## config.mk

```make
export PLATFORM = sky130hd
export DESIGN_NAME = mem_port_arbiter
export DESIGN_NICKNAME = d
export VERILOG_FILES = /design/src/rtl/mem_port_arbiter.sv
export SDC_FILE = /design/constraint.sdc
export NUM_CORES = 1
export LEC_CHECK = 0
export ABC_AREA = 1
export CORE_ASPECT_RATIO = 0.7
export CORE_UTILIZATION = 42
export DETAILED_ROUTE_END_ITERATION = 6
export PLACE_DENSITY = 0.84
export SLEW_MARGIN = 10
export SYNTH_ARGS = -nofsm -noshare
export SYNTH_HDL_FRONTEND = slang
export SYNTH_SLANG_ARGS = --single-unit
export TNS_END_PERCENT = 5
```

## constraint.sdc

```tcl
create_clock -name clk -period 1.9 [get_ports clk]
set_input_delay 0.57 -clock clk [delete_from_list [all_inputs] [get_ports clk]]
set_output_delay 0.57 -clock clk [all_outputs]
set_load 0.05 [all_outputs]
```

## src/rtl/mem_port_arbiter.sv

```systemverilog
// rtl/mem_port_arbiter.sv - IF/MEM arbiter for a single-port RAM (optional fairness: ARB_FAIR_EN)
module mem_port_arbiter #(
  parameter int MEM_LAT  = 2,
  parameter int FAIR_MAX = 4
) (
  input  logic        clk,
  input  logic        rst,
  input  logic        if_req,
  input  logic [31:0] if_addr,
  input  logic        flush,
  input  logic        mem_req,
  input  logic        mem_we,
  input  logic [31:0] mem_addr,
  input  logic [31:0] mem_wdata,
  output logic        if_ack,
  output logic [31:0] if_rdata,
  output logic        mem_ack,
  output logic [31:0] mem_rdata,
  output logic        stall_if,
  output logic        stall_mem,
  output logic        ram_en,
  output logic        ram_we,
  output logic [29:0] ram_addr,
  output logic [31:0] ram_wdata,
  input  logic [31:0] ram_rdata
);

  typedef enum logic [1:0] {
    S_IDLE  = 2'd0,
    S_ISSUE = 2'd1,
    S_WAIT  = 2'd2,
    S_DONE  = 2'd3
  } state_t;

  state_t      state_q, state_d;
  logic        gnt_mem_q, gnt_mem_d;   // 1 = current access belongs to MEM, 0 = IF
  logic        we_q, we_d;
  logic [29:0] addr_q, addr_d;
  logic [31:0] wdata_q, wdata_d;
  logic [3:0]  lat_q, lat_d;
  logic        cancel_q, cancel_d;     // sticky: in-flight fetch was flushed
  logic [31:0] if_rdata_q, if_rdata_d;
  logic [31:0] mem_rdata_q, mem_rdata_d;

  logic        if_pend;
  logic        grant_mem;
  logic        grant_if;
  logic        fair_force;

  // Word-offset address bits are never used; FAIR_MAX is only live in the fair build.
  logic        unused_bits;
  assign unused_bits = ^{if_addr[1:0], mem_addr[1:0], 3'(FAIR_MAX)};

  // A fetch only competes for the RAM when it is not being redirected this cycle.
  assign if_pend = if_req & ~flush;

`ifdef ARB_FAIR_EN
  logic [2:0] fair_q, fair_d;

  // Force an IF grant once MEM has won FAIR_MAX times in a row against a waiting fetch.
  assign fair_force = mem_req & if_pend & (fair_q == 3'(FAIR_MAX));

  // Count MEM grants made while a fetch was waiting; any IF grant restarts the count.
  always_comb begin
    fair_d = fair_q;
    if (grant_if) begin
      fair_d = 3'd0;
    end else if (grant_mem && if_req && (fair_q < 3'(FAIR_MAX))) begin
      fair_d = fair_q + 3'd1;
    end
  end

  // Fairness counter register.
  always_ff @(posedge clk or negedge rst) begin
    if (!rst) begin
      fair_q <= 3'd0;
    end else begin
      fair_q <= fair_d;
    end
  end
`else
  assign fair_force = 1'b0;
`endif

  // State and datapath registers; reset discards any in-flight RAM result.
  always_ff @(posedge clk or negedge rst) begin
    if (!rst) begin
      state_q     <= S_IDLE;
      gnt_mem_q   <= 1'b0;
      we_q        <= 1'b0;
      addr_q      <= 30'd0;
      wdata_q     <= 32'd0;
      lat_q       <= 4'd0;
      cancel_q    <= 1'b0;
      if_rdata_q  <= 32'd0;
      mem_rdata_q <= 32'd0;
    end else begin
      state_q     <= state_d;
      gnt_mem_q   <= gnt_mem_d;
      we_q        <= we_d;
      addr_q      <= addr_d;
      wdata_q     <= wdata_d;
      lat_q       <= lat_d;
      cancel_q    <= cancel_d;
      if_rdata_q  <= if_rdata_d;
      mem_rdata_q <= mem_rdata_d;
    end
  end

  // Next-state, grant decision, RAM strobes and ack pulses.
  always_comb begin
    state_d     = state_q;
    gnt_mem_d   = gnt_mem_q;
    we_d        = we_q;
    addr_d      = addr_q;
    wdata_d     = wdata_q;
    lat_d       = lat_q;
    cancel_d    = cancel_q;
    if_rdata_d  = if_rdata_q;
    mem_rdata_d = mem_rdata_q;
    grant_mem   = 1'b0;
    grant_if    = 1'b0;
    ram_en      = 1'b0;
    ram_we      = 1'b0;
    if_ack      = 1'b0;
    mem_ack     = 1'b0;

    case (state_q)
      S_IDLE: begin
        cancel_d = 1'b0;
        if (fair_force) begin
          grant_if = 1'b1;
        end else if (mem_req) begin
          grant_mem = 1'b1;
        end else if (if_pend) begin
          grant_if = 1'b1;
        end

        if (grant_mem) begin
          state_d   = S_ISSUE;
          gnt_mem_d = 1'b1;
          we_d      = mem_we;
          addr_d    = mem_addr[31:2];
          wdata_d   = mem_wdata;
        end else if (grant_if) begin
          state_d   = S_ISSUE;
          gnt_mem_d = 1'b0;
          we_d      = 1'b0;
          addr_d    = if_addr[31:2];
          wdata_d   = 32'd0;
        end
      end

      S_ISSUE: begin
        ram_en  = 1'b1;
        ram_we  = we_q;
        lat_d   = 4'(MEM_LAT - 1);
        state_d = S_WAIT;
        if (!gnt_mem_q && flush) begin
          cancel_d = 1'b1;
        end
      end

      S_WAIT: begin
        if (!gnt_mem_q && flush) begin
          cancel_d = 1'b1;
        end
        if (lat_q == 4'd0) begin
          state_d = S_DONE;
          if (gnt_mem_q) begin
            if (!we_q) begin
              mem_rdata_d = ram_rdata;
            end
          end else if (!cancel_q && !flush) begin
            if_rdata_d = ram_rdata;
          end
        end else begin
          lat_d = lat_q - 4'd1;
        end
      end

      S_DONE: begin
        state_d = S_IDLE;
        if (gnt_mem_q) begin
          mem_ack = 1'b1;
        end else begin
          if_ack = ~cancel_q & ~flush;
          if (flush) begin
            cancel_d = 1'b1;
          end
        end
      end

      default: begin
        state_d = S_IDLE;
      end
    endcase
  end

  assign ram_addr  = addr_q;
  assign ram_wdata = wdata_q;
  assign if_rdata  = if_rdata_q;
  assign mem_rdata = mem_rdata_q;
  assign stall_if  = if_req & ~if_ack;
  assign stall_mem = mem_req & ~mem_ack;

endmodule

```

# Yosys cells after proc, flatten, opt, wreduce, memory -nomap -nowiden
# Cells that the tools add are included.
[word_totals] wordCells=73 reg_bits=135 input_bits=134 output_inout_bits=132
[op_classes] n_reduce_logical=16 bitwise=10 n_addsub=1 muxes=28 eq_ne=9
[op_table] cell="32-bit 2-to-1 mux" n=2
[op_table] cell="30-bit 2-to-1 mux" n=2
[op_table] cell="1-bit 2-to-1 mux" n=17
[op_table] cell="2-bit inequality test, second input constant" n=4
[op_table] cell="2-bit one-hot mux with 4 select lines" n=1
[op_table] cell="4-bit one-hot mux with 2 select lines" n=1
[op_table] cell="4-bit AND reduction" n=2
[op_table] cell="2-bit 2-to-1 mux" n=3
[op_table] cell="1-bit inverter" n=6
[op_table] cell="2-bit AND reduction" n=3
[op_table] cell="1-bit AND" n=4
[op_table] cell="2-bit == test, second input constant" n=2
[op_table] cell="4-bit zero test" n=1
[op_table] cell="4-bit 2-to-1 mux" n=1
[op_table] cell="2-bit nonzero test" n=2
[op_table] cell="4-bit by 1-bit subtractor with 4-bit output, second input constant" n=1
[op_table] cell="1-bit zero test" n=3
[op_table] cell="3-bit inequality test, second input constant" n=1
[op_table] cell="1-bit one-hot mux with 3 select lines" n=1
[op_table] cell="3-bit AND reduction" n=1
[op_table] cell="2-bit by 1-bit == test with 1-bit output, second input constant" n=1
[op_table] cell="1-bit logical AND" n=2
[op_table] cell="2-bit zero test" n=1
[op_table] cell="2-bit by 1-bit inequality test with 1-bit output, second input constant" n=1
[op_table] cell="2-bit OR reduction" n=1

# Longest topological paths before layout
# Gate-level depths: netlist of the first run.
[logic_depth] word_depth=8 mapped_depth=9 mapped_depth_nobuf=9

# Worst setup path after synthesis of the first run
# No wires, ideal clock.
[synth_timing] path_type="in2out" from="in flush" to="out if_ack" cell_stages=4 arrival_ns=1.648 n_path_buf=1 required_time_ns=1.330 path_slack_ns=-0.318 cell_sequence="inv_2 > nand3_2 > buf_2 > nor2_1"
[synth_between] elab_chain_cells=4
[synth_rtl] element="start: declaration" line="10" source="input logic flush,"
[synth_rtl] element="1-bit inverter" line="187" source="if_ack = ~cancel_q & ~flush;"
[synth_rtl] element="1-bit AND" line="187"
[synth_rtl] element="1-bit 2-to-1 mux" line="184" source="if (gnt_mem_q) begin"
[synth_rtl] element="1-bit 2-to-1 mux" line="128" source="case (state_q)"
[synth_rtl] element="end: declaration" line="15" source="output logic if_ack,"
# No other way between the ends.

# Worst setup path in the final report of the first run
[layout_timing] from="reg state_q[0]" to="out stall_if"
[layout_between] elab_chain_cells=4
[layout_rtl] element="start: declaration" line="35" source="state_t state_q, state_d;"
[layout_rtl] element="start signal: assignment" line="98" source="state_q <= state_d;"
[layout_rtl] element="2-bit == test" line="128"
[layout_rtl] element="1-bit 2-to-1 mux" line="128"
[layout_rtl] element="1-bit inverter" line="204" source="assign stall_if = if_req & ~if_ack;"
[layout_rtl] element="1-bit AND" line="204"
[layout_rtl] element="end: declaration" line="19" source="output logic stall_if,"
# No other way between the ends.

==> reports/summary.txt, run 1 <==
total congestion overflow: 0
sequential share of the synthesized area: 56.3%
total number of vias: 5717
insertion delay of the later-clocked pin in the worst-skew pair: 0.41 ns
Inst Count DP: 1148
global-route wire length before repair: 27.8 mm
count of unresolved DRC violations after routing: 0
antenna viol nets, final: 0
average size of a mapped cell: 8.34 um2
PD cells: 1940 mW/mm2
worst-case headroom to the max-slew limit: 66.9%
class of the tightest hold or removal check: in2async
cell chosen for the clock root: sky130_fd_sc_hd__clkbuf_16
kind of start point of the critical path: flop
storage element area: 0.00338 mm2
largest vdd supply drop: 1.06 mV
Initial DRT Pass Iterations: 4
warning count from the yosys run: 0
Total Die Area: 0.0148 mm2
ant diodes: 0
most frequent standard cell in the layout excluding fill and tap cells: sky130_fd_sc_hd__nand2_1
Setup CP Type: reg2out
number of antenna violations at the first check in global routing: 0
arrival time of the worst setup path: 1.41 ns
number of vias per cell after detailed routing: 4.82
number of global-route vias before repair: 5536
post-synthesis cell type count: 26
die height: 102 um
Max Clock Skew: 0.00999 ns
run status: finished, violations left
number of rows in the core area: 36
effective utilization at floorplan: 43.1%
total setup violations reported at the end of the flow: 4
total power of the final layout: 18.1 mW
nets in the synthesized netlist: 860
share of the clock period used by the worst path: 104%
number of max-cap violations: 0
global-route met3 utilization: 7.14%
Yosys reg bits: 135
number of pins exceeding their max-slew limit in the final report: 0
P_leak: 4.87 nW
mapped cell area: 0.00600 mm2
fraction of layout instances using a drive strength above 1: 22.7%
Worst-path clk slew: 0.06 ns
highest clock rate: 0.505 GHz
met2 Track Usage GR: 39.5%
launch point of the critical path: state_q[0]$_DFFE_PN0P_
IO Pins: 266
area inside the core boundary: 0.0139 mm2
instance count of the mapped netlist: 720
required time worst endpoint: 1.33 ns
buffers from clock root to sink, at most: 2
setup repair after global routing missed its margin: yes
last weighted congestion value of the routability-driven placer: 0.823
DP Wirelength: 11.9 mm
kind of end point of the critical path: output pin
number of levels the H-tree was split into: 4
maximum number of pins on one net before global-route repair: 65
final critical-path required period: 1.98 ns
Layout Cells excl Fill: 1186
Worst-Margin Slew: 0.497 ns
# port buffers: 261
Net count, final: 1124
global-route met1 utilization: 29.4%
worst-case setup margin in the final layout: -0.0798 ns
CTS tree: done
area growth from synthesis to layout: 55.2%
Fill cells: 1118
most used cells in the layout excluding fill and tap cells: sky130_fd_sc_hd__nand2_1, sky130_fd_sc_hd__buf_4, sky130_fd_sc_hd__dfrtp_1, sky130_fd_sc_hd__clkdlybuf4s50_1, sky130_fd_sc_hd__o21ai_0
Avg WL per Cell: 14.6 um
multi-input combinational cell area: 0.00229 mm2
critical path peak fanout: 3
most used routing layer in global routing: met2
DR iter-0 viols: 192
violations in the final reports: setup timing
clock buffer count from CTS: 17
aggregate routed wire length: 17.3 mm
Hold Violations, Final: 0
All-Layer GR Usage: 23.7%
Worst Hold Margin: 0.0717 ns
number of sinks driven by the clock tree: 135
die width: 145 um
FF-to-FF Start: lat_q[1]$_DFFE_PN0P_
==> power breakdown <==
group          total, mW  switching [mW]  internal, mW
sequential          4.90           0.718          4.18
clock               3.25            1.22          2.03
combinational       9.96            7.02          2.93
==> flip-flops by register name, summed over array words and instances, names as in the netlist <==
name       flops
we_q           1
gnt_mem_q      1
state_q        2
ram_wdata     32
lat_q          4
if_rdata      32
ram_addr      30
mem_rdata     32
cancel_q       1
==> layout make-up <==
cell class | instances | area share [%]
Timing Repair Buffer | 291 | 28.4
Clock inverter | 11 | 1.33
Multi-Input combinational cell | 492 | 24.5
Tap cell | 190 | 2.55
Inverter | 47 | 1.95
Sequential cell | 135 | 36.3
Clock buffer | 20 | 5.01
==> layer usage <==
| layer | vias up | part of all wire, % |
|---|---|---|
| li1 | 2806 | - |
| met1 | 2685 | 43 |
| met2 | 209 | 49 |
| met3 | 17 | 7.5 |
| met4 | 0 | 1.3 |
| met5 | - | 0 |
==> logic make-up after synthesis <==
logic type / Yosys count / synth area share [%]
flops: 135 / 56.3
compound gates: 136 / 11.5
buf+inv: 94 / 7.06
simple gates: 348 / 23.8
fa+ha+maj: 6 / 1.25
xor+xnor: 1 / 0.146
==> synth_stat cells, drive strengths merged <==
master  number  share of area, %
a21oi        1              0.15
buf         29               2.9
clkbuf      18               1.2
dfrtp      135                56
ha           6               1.3
inv         47               2.9
nand2      298                19
nand3       39               3.5
nand4        1              0.35
nor2         7               1.0
nor3         1             0.083
o21ai      133                11
o21bai       1              0.13
o22ai        1              0.10
or2          2              0.21
xor2         1              0.15
==> critical path: stages (launching register included) <==
cell	delay (ns)
sky130_fd_sc_hd__dfrtp_1	0.42
sky130_fd_sc_hd__ha_4	0.20
sky130_fd_sc_hd__inv_4	0.05
sky130_fd_sc_hd__o21ai_2	0.12
sky130_fd_sc_hd__inv_1	0.06
sky130_fd_sc_hd__buf_6	0.15
==> final timing paths <==
kind | to | slack [ns] | cells after the start
worst min-delay path | if_rdata[9]$_DFFE_PN0P_ | 0.07 | 1
min in group clk | mem_rdata[9]$_DFFE_PN0P_ | 0.49 | 2
worst max-delay path | stall_if | -0.08 | 5
worst max register to register | if_rdata[26]$_DFFE_PN0P_ | 0.10 | 8
max in group asynchronous | if_rdata[22]$_DFFE_PN0P_ | 1.27 | 2
worst min register to register | mem_rdata[9]$_DFFE_PN0P_ | 0.49 | 2
==> per-stage QoR <==
step           setup TNS, ns  worst slack (ns)  util [%]  cell area [um2]
2_1_floorplan         -0.136           -0.0716         -             6010
3_3_place_gp          -13.09            -0.232      61.8             8600
5_1_grt               -0.669            -0.138      67.0             9320
6_report              -0.253           -0.0798      67.0             9320
4_1_cts               -0.370            -0.101      66.8             9300
3_5_place_dp          -14.53            -0.284      61.8             8600
==> repair_timing <==
action,4_1_cts,5_1_grt
resized for setup,23,6
hold buffers,0,0
setup buffers,6,0
pin swaps,9,3
endpoints found under the setup margin,6,88
cloned,0,1
No activity file was read; power rests on OpenSTA's default activity.
==> inputs of run 2 (changes only) <==
HOLD_SLACK_MARGIN = 0.02   (was unset)
SETUP_SLACK_MARGIN = 0.1   (was unset)
==> run 2 against run 1 <==
  * The run still ends with setup timing left
  * Via count decreased by 0.24%
  * Highest routed layer unchanged
  * First-iteration DRC count rose by 24%
  * Global-route usage is 0.48 points lower
  * Largest cell class unchanged
  * Fmax decreased by 0.74%
  * Setup slack lost 0.015 ns
  * Cell area is 0.52% lower
  * Combinational power fell by 0.5%
  * Hold slack better by 0.42 ns
  * Core utilization is 0.35 points lower
==> reports/summary.txt, run 2 (synthesis gave the netlist of run 1 again) <==
number of rows in the core area: 36 (unchanged)
number of max-cap violations: 0 (unchanged)
critical path, cell by cell: ha_4, nand2_4, inv_4, nor2_4, buf_12 (was ha_4, inv_4, o21ai_2, inv_1, buf_6)
Buf+Inv Stages, Crit Path: 2 (was 3)
number of vias per cell after detailed routing: 4.83 (was 4.82)
post-detailed-placement cell area: 0.00858 mm2 (was 0.00860 mm2)
Initial DRT Pass Iterations: 4 (unchanged)
Hold Violations, Final: 0 (unchanged)
global-route wire length before repair: 27.2 mm (was 27.8 mm)
Worst-path clk slew: 0.06 ns (about the same)
ant diodes: 0 (unchanged)
Net count, final: 1117 (was 1124)
All-Layer GR Usage: 23.2% (was 23.7%)
Total Die Area: 0.0148 mm2 (unchanged)
Worst Hold Margin: 0.490 ns (was 0.0717 ns)
setup slack at placement: -0.275 ns (was -0.284 ns)
Avg WL per Cell: 14.0 um (was 14.6 um)
die width: 145 um (unchanged)
area growth from synthesis to layout: 54.4% (was 55.2%)
largest vdd supply drop: 1.20 mV (was 1.06 mV)
multi-input combinational cell area: 0.00230 mm2 (was 0.00229 mm2)
most frequent standard cell in the layout excluding fill and tap cells: sky130_fd_sc_hd__nand2_1 (unchanged)
antenna viol nets, final: 0 (unchanged)
die height: 102 um (unchanged)
Crit path depth: 5 (unchanged)
kind of end point of the critical path: output pin (unchanged)
final core utilization: 66.6% (was 67.0%)
worst-case headroom to the max-slew limit: 50.9% (was 66.9%)
worst-case setup margin in the final layout: -0.0947 ns (was -0.0798 ns)
# port buffers: 261 (unchanged)
Inst Count DP: 1144 (was 1148)
number of global-route vias before repair: 5493 (was 5536)
setup repair after global routing missed its margin: yes (unchanged)
DP Wirelength: 11.6 mm (was 11.9 mm)
run status: finished, violations left (unchanged)
master of the slowest instance on the critical path: sky130_fd_sc_hd__dfrtp_2 (was sky130_fd_sc_hd__dfrtp_1)
share of the clock period used by the worst path: 105% (was 104%)
IO Pins: 266 (unchanged)
Net Sw Frac: 50.1% (was 49.5%)
launch point of the critical path: state_q[1]$_DFFE_PN0P_ (was state_q[0]$_DFFE_PN0P_)
Max Clock Skew: 0.0224 ns (was 0.00999 ns)
P_sw: 9.02 mW (was 8.96 mW)
fraction of layout instances using a drive strength above 1: 22.3% (was 22.7%)
FF-to-FF Start: state_q[0]$_DFFE_PN0P_ (was lat_q[1]$_DFFE_PN0P_)
count of unresolved DRC violations after routing: 0 (unchanged)
P_leak: 4.83 nW (was 4.87 nW)
reg2reg path depth: 7 (was 8)
maximum number of pins on one net before global-route repair: 65 (unchanged)
highest clock rate: 0.501 GHz (was 0.505 GHz)
DR iter-0 viols: 238 (was 192)
Post-Route Setup TNS: -0.261 ns (was -0.253 ns)
arrival time of the worst setup path: 1.42 ns (was 1.41 ns)
effective utilization at floorplan: 43.1% (unchanged)
number of pins exceeding their max-slew limit in the final report: 0 (unchanged)
Setup CP Type: reg2out (unchanged)
CTS tree: done (unchanged)
aggregate routed wire length: 16.6 mm (was 17.3 mm)
PD cells: 1940 mW/mm2 (about the same)
insertion delay of the later-clocked pin in the worst-skew pair: 0.42 ns (was 0.41 ns)
largest delay contributor family on the critical path: flip-flops (unchanged)
storage element area: 0.00338 mm2 (unchanged)
cell chosen for the clock root: sky130_fd_sc_hd__clkbuf_16 (unchanged)
kind of start point of the critical path: flop (unchanged)
Min-Delay Startpoint: mem_rdata[30]$_DFFE_PN0P_
total number of vias: 5703 (was 5717)
Pint: 9.00 mW (was 9.14 mW)
relative contribution of sequential cells to total power: 27.1% (was 27.0%)
total power of the final layout: 18.0 mW (was 18.1 mW)
Fill cells: 1103 (was 1118)
last weighted congestion value of the routability-driven placer: 0.815 (was 0.823)
most used cells in the layout excluding fill and tap cells: sky130_fd_sc_hd__nand2_1, sky130_fd_sc_hd__buf_4, sky130_fd_sc_hd__dfrtp_1, sky130_fd_sc_hd__clkdlybuf4s50_1, sky130_fd_sc_hd__o21ai_0 (unchanged)
total congestion overflow: 0 (unchanged)
Layout Cells excl Fill: 1180 (was 1186)
proportion of power drawn by the clock network: 17.9% (about the same)
violations in the final reports: setup timing (unchanged)
total setup violations reported at the end of the flow: 3 (was 4)
critical path peak fanout: 4 (was 3)
number of sinks driven by the clock tree: 135 (unchanged)
class of the tightest hold or removal check: reg2reg (was in2async)
final critical-path required period: 1.99 ns (was 1.98 ns)
number of stages on the worst hold path: 2
clock buffer count from CTS: 17 (unchanged)
Worst-Margin Slew: 0.735 ns (was 0.497 ns)
number of levels the H-tree was split into: 4 (unchanged)
buffers from clock root to sink, at most: 2 (unchanged)
required time worst endpoint: 1.33 ns (about the same)
post-route standard cell area excluding fillers: 0.00927 mm2 (was 0.00932 mm2)
delay of the slowest cell on the worst path: 0.45 ns (was 0.42 ns)
number of antenna violations at the first check in global routing: 0 (unchanged)
area inside the core boundary: 0.0139 mm2 (unchanged)
relative contribution of combinational cells to total power: 55.0% (about the same)
run 2: worst reg2reg max path, stage by stage (launching register included):
cell	delay (ns)
sky130_fd_sc_hd__dfrtp_1	0.41
sky130_fd_sc_hd__buf_6	0.14
sky130_fd_sc_hd__inv_2	0.08
sky130_fd_sc_hd__ha_2	0.19
sky130_fd_sc_hd__inv_2	0.06
sky130_fd_sc_hd__nor2_4	0.56
sky130_fd_sc_hd__nand2_1	0.15
sky130_fd_sc_hd__nand2_1	0.10
run 2: final timing paths:
check	to	slack, ns
setup / recovery	stall_mem	-0.09
hold / removal	mem_rdata[30]$_DFFE_PN0P_	0.49
min in group asynchronous	if_rdata[7]$_DFFE_PN0P_	0.55
hold reg to reg	mem_rdata[30]$_DFFE_PN0P_	0.49
max in group asynchronous	mem_rdata[22]$_DFFE_PN0P_	0.80
setup reg to reg	ram_addr[18]$_DFFE_PN0P_	0.14
run 2: metal layers:
| layer | track usage [%] | share of wire [%] |
|---|---|---|
| met1 | 29.9 | 45 |
| met2 | 37.1 | 46 |
| met3 | 7.32 | 6.9 |
| met4 | 8.59 | 2.0 |
| met5 | 0 | 0 |
run 2: layout make-up:
cell class / instances / area share [%]
timing repair buffer: 285 / 28.0
clock inverter: 13 / 1.47
clock buffer: 19 / 4.78
inverter: 47 / 1.93
sequential: 135 / 36.5
multi-input combinational: 491 / 24.8
tap: 190 / 2.56
run 2: power by group through the flow:
stage,combinational [mW],clock [mW],sequential (mW)
2_1_floorplan,2.34,0,9.05
3_3_place_gp,9.64,0,4.84
3_5_place_dp,9.79,0,4.89
4_1_cts,9.92,3.29,4.87
5_1_grt,10.5,3.39,5.05
6_report,9.91,3.22,4.89
run 2: timing repair:
item                       in CTS  in global routing
gates resized for setup        19                  7
setup endpoints to repair      38                 71
gates cloned                    0                  0
hold buffers                    1                  0
hold endpoints to repair       12                  0
pin swaps                       9                 31
setup buffers                   2                  1
==> inputs of run 3 (changes only) <==
CORE_UTILIZATION = 46   (was 42)
PLACE_DENSITY = 0.91   (was 0.84)
SLEW_MARGIN = unset   (was 10)
clock period = 2.5 ns   (was 1.9 ns; I/O delays follow)
==> run 3 against run 2 <==
  * The run ends with DRC left
  * First-iteration DRC count up 47%
  * Wire length up 2.7%
  * Critical path type is now in2out
  * Critical endpoint is now if_ack
  * Via count decreased by 0.91%
  * Flip-flop and latch count is the same
  * Power down 24%
  * Final cell count decreased by 2.9%
  * Global-route usage up 3.4 points
  * Setup slack improved by 0.18 ns
  * Clock power down 28%
==> reports/summary.txt, run 3 (synthesis gave the netlist of run 1 again) <==
global-route wire length before repair: 28.2 mm (was 27.2 mm)
number of global-route vias before repair: 5692 (was 5493)
highest clock rate: 0.415 GHz
most used cells in the layout excluding fill and tap cells: sky130_fd_sc_hd__nand2_1, sky130_fd_sc_hd__clkdlybuf4s50_1, sky130_fd_sc_hd__dfrtp_1, sky130_fd_sc_hd__o21ai_0, sky130_fd_sc_hd__inv_1 (was sky130_fd_sc_hd__nand2_1, sky130_fd_sc_hd__buf_4, sky130_fd_sc_hd__dfrtp_1, sky130_fd_sc_hd__clkdlybuf4s50_1, sky130_fd_sc_hd__o21ai_0)
count of unresolved DRC violations after routing: 34 (was 0)
All-Layer GR Usage: 26.6% (was 23.2%)
kind of end point of the critical path: output pin (unchanged)
kind of start point of the critical path: input pin (was flop)
Max Clock Skew: 0.0125 ns (was 0.0224 ns)
# port buffers: 261 (unchanged)
aggregate routed wire length: 17.0 mm (was 16.6 mm)
final core utilization: 74.1% (was 66.6%)
most frequent standard cell in the layout excluding fill and tap cells: sky130_fd_sc_hd__nand2_1 (unchanged)
DR iter-0 viols: 351 (was 238)
Setup CP Type: in2out (was reg2out)
most used routing layer in global routing: met2 (unchanged)
ant diodes: 0 (unchanged)
worst-case setup margin in the final layout: 0.0875 ns (was -0.0947 ns)
clock buffer count from CTS: 17 (unchanged)
number of rows in the core area: 34 (was 36)
insertion delay of the later-clocked pin in the worst-skew pair: 0.41 ns (was 0.42 ns)
Post-Route Setup TNS: 0 ns (was -0.261 ns)
buffers from clock root to sink, at most: 2 (unchanged)
global-route met1 utilization: 31.7% (was 29.9%)
run status: finished, violations left (unchanged)
fraction of layout instances using a drive strength above 1: 7.52% (was 22.3%)
total setup violations reported at the end of the flow: 0 (was 3)
Net count, final: 1111 (was 1117)
total number of vias: 5651 (was 5703)
PD cells: 1470 mW/mm2 (was 1940 mW/mm2)
P_leak: 4.60 nW (was 4.83 nW)
setup slack at placement: -0.180 ns (was -0.275 ns)
number of antenna violations at the first check in global routing: 0 (unchanged)
worst-case headroom to the max-slew limit: 52.8% (was 50.9%)
area inside the core boundary: 0.0126 mm2 (was 0.0139 mm2)
final critical-path required period: 2.41 ns
critical path peak fanout: 3 (was 4)
CTS tree: done (unchanged)
die width: 139 um (was 145 um)
flop2flop setup slack: 0.52 ns (was 0.14 ns)
last weighted congestion value of the routability-driven placer: 0.803 (was 0.815)
Worst-Margin Slew: 0.706 ns (was 0.735 ns)
Worst-path clk slew: 0.06 ns (about the same)
Fill cells: 892 (was 1103)
number of levels the H-tree was split into: 4 (unchanged)
multi-input combinational cell area: 0.00222 mm2 (was 0.00230 mm2)
setup repair after global routing missed its margin: yes (unchanged)
effective utilization at floorplan: 47.7% (was 43.1%)
Total Die Area: 0.0135 mm2 (was 0.0148 mm2)
class of the tightest hold or removal check: in2async (was reg2reg)
cell chosen for the clock root: sky130_fd_sc_hd__clkbuf_16 (unchanged)
number of max-cap violations: 0 (unchanged)
global-route met3 utilization: 9.91% (was 7.32%)
largest vdd supply drop: 0.840 mV (was 1.20 mV)
number of pins exceeding their max-slew limit in the final report: 0 (unchanged)
maximum number of pins on one net before global-route repair: 49 (was 65)
share of the clock period used by the worst path: 96.5%
DP Wirelength: 12.1 mm (was 11.6 mm)
number of sinks driven by the clock tree: 135 (unchanged)
Initial DRT Pass Iterations: 7 (was 4)
IO Pins: 266 (unchanged)
antenna viol nets, final: 0 (unchanged)
quantity of hold-fixing buffers added after cts: 0 (was 1)
total congestion overflow: 0 (unchanged)
met2 Track Usage GR: 44.0% (was 37.1%)
arrival time of the worst setup path: 1.66 ns (was 1.42 ns)
reg2reg path depth: 6 (was 7)
area growth from synthesis to layout: 55.4% (was 54.4%)
die height: 97.6 um (was 102 um)
Hold Violations, Final: 0 (unchanged)
Avg WL per Cell: 14.9 um (was 14.0 um)
total power of the final layout: 13.7 mW (was 18.0 mW)
required time worst endpoint: 1.75 ns (was 1.33 ns)
number of vias per cell after detailed routing: 4.93 (was 4.83)
storage element area: 0.00338 mm2 (about the same)
violations in the final reports: DRC (was setup timing)
-- run 3: cell types whose count changed in the layout (fill, tap and decap cells not counted), sizes merged, moves of 2 or more --
cell / before / now
buf: 157 / 26
clkinv: 2 / 5
inv: 54 / 50
clkdlybuf4s50: 126 / 252
clkinvlp: 3 / 5
-- run 3: layout make-up --
type                       instances  area share (%)
clock buffer                      18            4.60
multi-input combinational        491            23.8
sequential                       135            36.2
tap                              162            2.17
timing repair buffer             279            30.0
clock inverter                    14            1.35
inverter                          47            1.89
-- run 3: timing repair --
action / 4_1_cts / 5_1_grt
setup endpoints to repair: 2 / 10
gates resized for setup: 2 / 2
buffers inserted: 0 / 0
-- run 3: critical path, cell delays in order --
cell and delay [ns]:
sky130_fd_sc_hd__dlygate4sd2_1 0.29, sky130_fd_sc_hd__inv_2 0.08, sky130_fd_sc_hd__nand3_2 0.10, sky130_fd_sc_hd__buf_4 0.16, sky130_fd_sc_hd__nor2_2 0.12, sky130_fd_sc_hd__buf_12 0.15
-- run 3: layer usage --
layer | part of all wire [%] | wire length (um) | up-vias
met5 | 0 | 0 | -
met4 | 2.4 | 406 | 0
met1 | 41 | 6940 | 2638
met2 | 48 | 8210 | 200
li1 | - | - | 2784
met3 | 8.7 | 1480 | 29
-- run 3: worst paths after layout --
kind,startpoint,to
hold reg to reg,mem_rdata[0]$_DFFE_PN0P_,mem_rdata[0]$_DFFE_PN0P_
hold / removal,rst,mem_rdata[7]$_DFFE_PN0P_
setup / recovery,flush,if_ack
max in group asynchronous,rst,if_rdata[1]$_DFFE_PN0P_
setup reg to reg,state_q[0]$_DFFE_PN0P_,mem_rdata[30]$_DFFE_PN0P_
min in group clk,mem_rdata[0]$_DFFE_PN0P_,mem_rdata[0]$_DFFE_PN0P_
-- run 3: power breakdown --
part | total (mW) | internal (mW) | switching [mW] | leakage (nW)
logic | 7.66 | 2.40 | 5.26 | 2.64
registers | 3.69 | 3.17 | 0.516 | 1.70
clock network | 2.33 | 1.37 | 0.960 | 0.259
-- run 3: per-stage QoR --
| stage | hold WS, ns | cells | instance area (um2) |
|---|---|---|---|
| final | 0.277 | 1146 | 9330 |
| after global placement | 0.470 | 1114 | 8770 |
| after floorplan | 0.454 | 720 | 6010 |
| after detailed placement | 0.478 | 1114 | 8770 |
| after CTS | 0.277 | 1146 | 9330 |
| after global routing | 0.286 | 1146 | 9330 |
